File: config.mk
export PLATFORM = sky130hd
export DESIGN_NAME = sdspi_target
export DESIGN_NICKNAME = d
export VERILOG_FILES = /design/src/rtl/sdspi_target_pkg.sv /design/src/rtl/sdspi_target_sync.sv /design/src/rtl/sdspi_target.sv
export SDC_FILE = /design/constraint.sdc
export NUM_CORES = 1
export LEC_CHECK = 0
export BUFFER_PORTS_ARGS = -buffer_cell sky130_fd_sc_hd__buf_4
export CORE_UTILIZATION = 50
export DETAILED_ROUTE_END_ITERATION = 10
export PLACE_DENSITY = 0.71
export SLEW_MARGIN = 20
export SYNTH_ARGS = -nofsm -noshare
export SYNTH_HDL_FRONTEND = slang
export SYNTH_SLANG_ARGS = --single-unit
File: constraint.sdc
create_clock -name i_clk -period 2.7 [get_ports i_clk]
set_input_delay 0.135 -clock i_clk [delete_from_list [all_inputs] [get_ports i_clk]]
set_output_delay 0.135 -clock i_clk [all_outputs]
set_load 0.05 [all_outputs]
File: src/rtl/sdspi_target_pkg.sv
// Shared types for the SD SPI target (card-side) physical layer.
package sdspi_target_pkg;

  typedef logic [7:0] sdBYTE_t;

  typedef enum logic [1:0] {
    stateDESEL,
    stateLOAD,
    stateSHIFT
  } sdspiTgtState_t;

  localparam sdBYTE_t SdspiIdleByte = 8'hFF;

endpackage

File: src/rtl/sdspi_target_sync.sv
// N-stage synchroniser with rise/fall detection on the synchronised level.
module sdspi_target_sync #(
  parameter int   STAGES    = 2,
  parameter logic RESET_VAL = 1'b1
) (
  input  logic i_clk,
  input  logic i_rst_n,
  input  logic i_d,
  output logic o_q,
  output logic o_rise,
  output logic o_fall
);

  logic [STAGES-1:0] r_sync;
  logic              r_prev;

  always_ff @(posedge i_clk or negedge i_rst_n) begin
    if (!i_rst_n) begin
      r_sync <= {STAGES{RESET_VAL}};
      r_prev <= RESET_VAL;
    end else begin
      r_sync <= {r_sync[STAGES-2:0], i_d};
      r_prev <= r_sync[STAGES-1];
    end
  end

  assign o_q    = r_sync[STAGES-1];
  assign o_rise = r_sync[STAGES-1] & ~r_prev;
  assign o_fall = ~r_sync[STAGES-1] & r_prev;

endmodule

File: src/rtl/sdspi_target.sv
// SPI mode-3 target: oversamples the initiator's pins, deserialises MOSI bytes
// and serialises queued response bytes (or IdleByte) onto MISO.
module sdspi_target
  import sdspi_target_pkg::*;
#(
  parameter int      SyncStages = 2,
  parameter sdBYTE_t IdleByte   = SdspiIdleByte
) (
  input  logic    i_clk,
  input  logic    i_rst_n,
  input  logic    i_spiSCLK,
  input  logic    i_spiCS,
  input  logic    i_spiMOSI,
  output logic    o_spiMISO,
  output logic    o_spiMISOOE,
  output sdBYTE_t o_rxData,
  output logic    o_rxValid,
  input  sdBYTE_t i_txData,
  input  logic    i_txLoad,
  output logic    o_txReady,
  output logic    o_selected,
  output logic    o_frameAbort,
  output logic    o_txUnderrun
);

  logic w_unusedSclkLevel;
  logic w_sclkRise;
  logic w_sclkFall;
  logic w_csSync;
  logic w_unusedCsRise;
  logic w_csFall;
  logic w_mosiSync;
  logic w_unusedMosiRise;
  logic w_unusedMosiFall;

  sdspi_target_sync #(.STAGES(SyncStages), .RESET_VAL(1'b1)) u_syncSclk (
    .i_clk   (i_clk),
    .i_rst_n (i_rst_n),
    .i_d     (i_spiSCLK),
    .o_q     (w_unusedSclkLevel),
    .o_rise  (w_sclkRise),
    .o_fall  (w_sclkFall)
  );

  sdspi_target_sync #(.STAGES(SyncStages), .RESET_VAL(1'b1)) u_syncCs (
    .i_clk   (i_clk),
    .i_rst_n (i_rst_n),
    .i_d     (i_spiCS),
    .o_q     (w_csSync),
    .o_rise  (w_unusedCsRise),
    .o_fall  (w_csFall)
  );

  sdspi_target_sync #(.STAGES(SyncStages), .RESET_VAL(1'b1)) u_syncMosi (
    .i_clk   (i_clk),
    .i_rst_n (i_rst_n),
    .i_d     (i_spiMOSI),
    .o_q     (w_mosiSync),
    .o_rise  (w_unusedMosiRise),
    .o_fall  (w_unusedMosiFall)
  );

  sdspiTgtState_t r_state;
  sdBYTE_t        r_rxShift;
  sdBYTE_t        r_txShift;
  sdBYTE_t        r_hold;
  sdBYTE_t        r_rxData;
  logic           r_holdFull;
  logic [2:0]     r_bitCnt;
  logic           r_riseSeen;
  logic           r_finalRise;
  logic           r_miso;
  logic           r_misoOe;
  logic           r_rxValid;
  logic           r_frameAbort;
  logic           r_txUnderrun;

  logic    w_loadAccept;
  logic    w_finalRise;
  logic    w_reload;
  logic    w_reloadEmpty;
  sdBYTE_t w_reloadByte;

  // A load arriving in the same clk as a reload bypasses the holding register.
  assign w_loadAccept  = i_txLoad & ~r_holdFull;
  assign w_finalRise   = (r_state == stateSHIFT) & ~w_csSync & w_sclkRise & (r_bitCnt == 3'd7);
  assign w_reload      = (r_state == stateLOAD) | w_finalRise;
  assign w_reloadEmpty = ~r_holdFull & ~w_loadAccept;
  assign w_reloadByte  = r_holdFull   ? r_hold   :
                         w_loadAccept ? i_txData : IdleByte;

  always_ff @(posedge i_clk or negedge i_rst_n) begin
    if (!i_rst_n) begin
      r_state      <= stateDESEL;
      r_rxShift    <= 8'hFF;
      r_txShift    <= 8'hFF;
      r_hold       <= 8'hFF;
      r_rxData     <= 8'hFF;
      r_holdFull   <= 1'b0;
      r_bitCnt     <= 3'd0;
      r_riseSeen   <= 1'b0;
      r_finalRise  <= 1'b0;
      r_miso       <= 1'b1;
      r_misoOe     <= 1'b0;
      r_rxValid    <= 1'b0;
      r_frameAbort <= 1'b0;
      r_txUnderrun <= 1'b0;
    end else begin
      r_rxValid    <= 1'b0;
      r_frameAbort <= 1'b0;
      r_txUnderrun <= w_reload & w_reloadEmpty;

      if (w_reload) begin
        r_holdFull <= 1'b0;
      end else if (w_loadAccept) begin
        r_hold     <= i_txData;
        r_holdFull <= 1'b1;
      end

      case (r_state)
        stateDESEL: begin
          r_miso      <= 1'b1;
          r_misoOe    <= 1'b0;
          r_bitCnt    <= 3'd0;
          r_riseSeen  <= 1'b0;
          r_finalRise <= 1'b0;
          if (w_csFall) begin
            r_state <= stateLOAD;
          end
        end

        stateLOAD: begin
          r_txShift <= w_reloadByte;
          r_miso    <= w_reloadByte[7];
          r_misoOe  <= 1'b1;
          r_state   <= stateSHIFT;
        end

        stateSHIFT: begin
          if (w_csSync) begin
            r_state      <= stateDESEL;
            r_frameAbort <= (r_bitCnt != 3'd0);
            r_miso       <= 1'b1;
            r_misoOe     <= 1'b0;
          end else if (w_sclkRise) begin
            r_rxShift <= {r_rxShift[6:0], w_mosiSync};
            r_bitCnt  <= r_bitCnt + 3'd1;
            if (r_bitCnt == 3'd7) begin
              r_rxData    <= {r_rxShift[6:0], w_mosiSync};
              r_rxValid   <= 1'b1;
              r_txShift   <= w_reloadByte;
              r_finalRise <= 1'b1;
              r_riseSeen  <= 1'b0;
            end else begin
              r_riseSeen  <= 1'b1;
              r_finalRise <= 1'b0;
            end
          end else if (w_sclkFall) begin
            // A fall with no preceding rise is the initiator's leading edge; keep the MSB.
            if (r_riseSeen) begin
              r_txShift <= {r_txShift[6:0], 1'b1};
              r_miso    <= r_txShift[6];
            end else if (r_finalRise) begin
              r_miso <= r_txShift[7];
            end
            r_riseSeen  <= 1'b0;
            r_finalRise <= 1'b0;
          end
        end

        default: r_state <= stateDESEL;
      endcase
    end
  end

  assign o_spiMISO    = r_miso;
  assign o_spiMISOOE  = r_misoOe;
  assign o_rxData     = r_rxData;
  assign o_rxValid    = r_rxValid;
  assign o_txReady    = ~r_holdFull;
  assign o_selected   = ~w_csSync;
  assign o_frameAbort = r_frameAbort;
  assign o_txUnderrun = r_txUnderrun;

endmodule

==> results.toml <==
[placement]
gp_congestion = 0.785
dp_slack_ps = 565
io_buffer_count = 28
place_hpwl_um = 3010

[timing]
fmax_mhz = 464
worst_pin_slew_ps = 625
slew_violations = 0
finalHoldViolations = 0
min_period_ps = 2160
worst_slack_ps = 543
fin_worst_skew_ps = 8.89
slew_headroom_pct = 58.3
fin_tns_setup_ps = 0
rsz0062_at_grt = "false"
post-route-period-util_pct = 79.9
setup_viol = 0

[pwr]
power-per-cell-area_nw_per_um2 = 1000
ir_drop_v = 0.000506
leakagePower_uw = 0.00125

[layout]
drive_above_1_share_pct = 50.0
final_nets = 249
diodes = 0
syn2layout_area_growth_pct = 17.0

[status]
status = "finished with violations"
violations = "design-rule violations"

[global_routing]
grt_pass1_wl_um = 7220
use_met2_pct = 30.7
antenna_found_initial = 0
grt.overflow.total = 0
use_met1_pct = 24.5
grt_max_degree = 53
grt_usage_pct = 18.9
grt_pass1_vias = 1551
busiest_layer = "met2"
grtUsageMet3_pct = 4.70

[synthesis]
avgSynthCellArea_um2 = 12.3
synth_cell_types = 34
synth_area_leaders = "dfstp_2, mux2_2, dfrtp_1, nand2_1, ha_1"
synth_cells = 193
syn_area_um2 = 2370
synth_top_cell_by_area = "dfstp_2"
synth_top_family_by_area = "multiplexers"
ys_ff_latch = 52
synth_compound_gate_area_share_pct = 6.92
synth.net_count = 215
yosys.area_share.adder_pct = 4.23
synth_top_area_share_pct = 44.4
synthMuxAreaShare_pct = 16.4
synth_xor_area_share_pct = 0.740
yosys_warnings = 0
synthSimpleGateAreaFrac_pct = 10.9
ys_seq_area_share_pct = 57.1

[clock_tree]
clk_pin_slew_ps = 100
post-cts-setup-buffers = 0
cts_num_sinks = 52
htreeDepth = 2
cts-buffers-inserted = 5
cts_tree = "built"
worstSkewPairLatency_ps = 310
ctsResizeCount = 0
clock_path_buffers = 2
clockRootBuffer = "clkbuf_8"

[floorplan]
die_h_um = 70.8
rows = 24
initial_core_util_pct = 53.3
io_pins = 29
die_area_um2 = 5020
die_w_um = 70.8
coreArea_um2 = 4440

[min_path]
min-delay-start = "i_txData[2]"
hold_path.class = "in2reg"

[critical_path]
rrSetupSlack_ps = 540
cp-end-kind = "flop"
worstSetupPathType = "reg2reg"
cp.arrival_ps = 2400
critical_path.max_fanout = 12
startpoint = "r_state[0]"
timing.rr.start = "r_state[0]"
cp.required_ps = 2940
r2r_end = "r_hold[0]"
reg2reg_depth = 7
startpoint_type = "flop"
endpoint = "r_hold[0]"

[detailed_routing]
drt-pass1-iter-count = 7
drt_iter0_drc = 51
via_count = 1501
viasPerCell = 5.36
drc = 4
drtAntennaViolNets = 0
totalWireLength_um = 4210
wire_per_inst_um = 15.0

[flow_run]
maxCapViolations = 0
-- repair_timing --
item,in CTS,in global routing
hold buffers,4,0
endpoints found under the setup margin,0,0
hold endpoints to repair,15,0
-- cells in the mapped netlist (all sizes together) --
cell and count:
nor2 9, and4bb 1, o21ai 7, clkbuf 2
mux2 31, nand2b 2, buf 4, nand2 35
o22ai 1, o211ai 1, o31ai 1, dfstp 40
a2bb2oi 6, a21boi 1, mux2i 4, nor3 3
dfrtp 12, nor2b 2, inv 13, a211oi 2
xnor2 1, nor3b 1, a211o 1, ha 8
a21oi 3, and2 1, xor2 1
-- cell usage in the layout, fill, tap and decap left out, types with 5 or more instances in the layout --
cell,instances
ha_1,8
mux2_2,31
inv_1,11
dfrtp_1,12
a2bb2oi_1,6
o21ai_0,6
clkbuf_8,5
dfstp_2,40
nor2_1,9
buf_4,29
nand2_1,34
-- worst min path at each step --
stage | endpoint | slack [ps] | cells past startpoint
final | r_hold[2] | 60 | 2
after global routing | r_hold[2] | 60 | 2
after CTS | o_txUnderrun | 50 | 2
after detailed placement | o_rxValid | 200 | 1
after global placement | r_finalRise | 180 | 1
after floorplan | o_frameAbort | -160 | 0
-- metrics by stage --
stage | total power (uW) | util [%] | hold slack [ps] | instances | cell area (um2)
finish | 2770 | 62.3 | 64.5 | 280 | 2770
global route | 2940 | 62.3 | 55.4 | 280 | 2770
CTS | 2800 | 62.3 | 52.8 | 280 | 2770
detailed placement | 2250 | 58.8 | 197 | 268 | 2620
global placement | 2180 | 58.8 | 184 | 268 | 2620
floorplan | 2000 | - | -161 | 193 | 2370
-- kinds of logic after synthesis --
logic type / Yosys count
buf+inv: 19
flops: 52
fa+ha+maj: 8
xor+xnor: 2
compound gates: 23
simple gates: 54
mux: 35
-- power by group --
part,internal [uW],switching [uW]
Clock,279,264
Sequential,1090,133
Combinational,512,495
-- flip-flops by register name, indices dropped and copies added (netlist names) --
signal,count
r_hold,8
u_syncCs.r_prev,1
o_frameAbort,1
r_rxShift,7
o_rxValid,1
o_txUnderrun,1
u_syncSclk.r_prev,1
o_rxData,8
r_finalRise,1
r_bitCnt,3
o_spiMISO,1
u_syncMosi.r_sync,2
r_state,2
o_spiMISOOE,1
r_riseSeen,1
u_syncCs.r_sync,2
r_txShift,8
r_holdFull,1
u_syncSclk.r_sync,2
-- area by class of cell --
type	instances	area [um2]
Clock buffer	5	68.8
Fill cell	355	1670
Multi-Input combinational cell	122	930
Sequential cell	52	1350
Inverter	13	51.3
Clock inverter	3	46.3
Tap cell	52	65.1
Timing Repair Buffer	33	258
-- critical path, stage by stage, from the launching register on --
cell,delay (ps)
dfrtp_1,400
inv_1,90
ha_1,300
and4bb_1,300
nand2_8,130
inv_4,80
nor3_4,400
mux2_2,390
-- per-layer routing --
| layer | wire length, um | share of wire, % |
|---|---|---|
| met1 | 1890 | 45 |
| met2 | 2080 | 50 |
| met3 | 146 | 3.5 |
| met4 | 89 | 2.1 |
| met5 | 0 | 0 |
No activity file was read; power rests on OpenSTA's default activity.
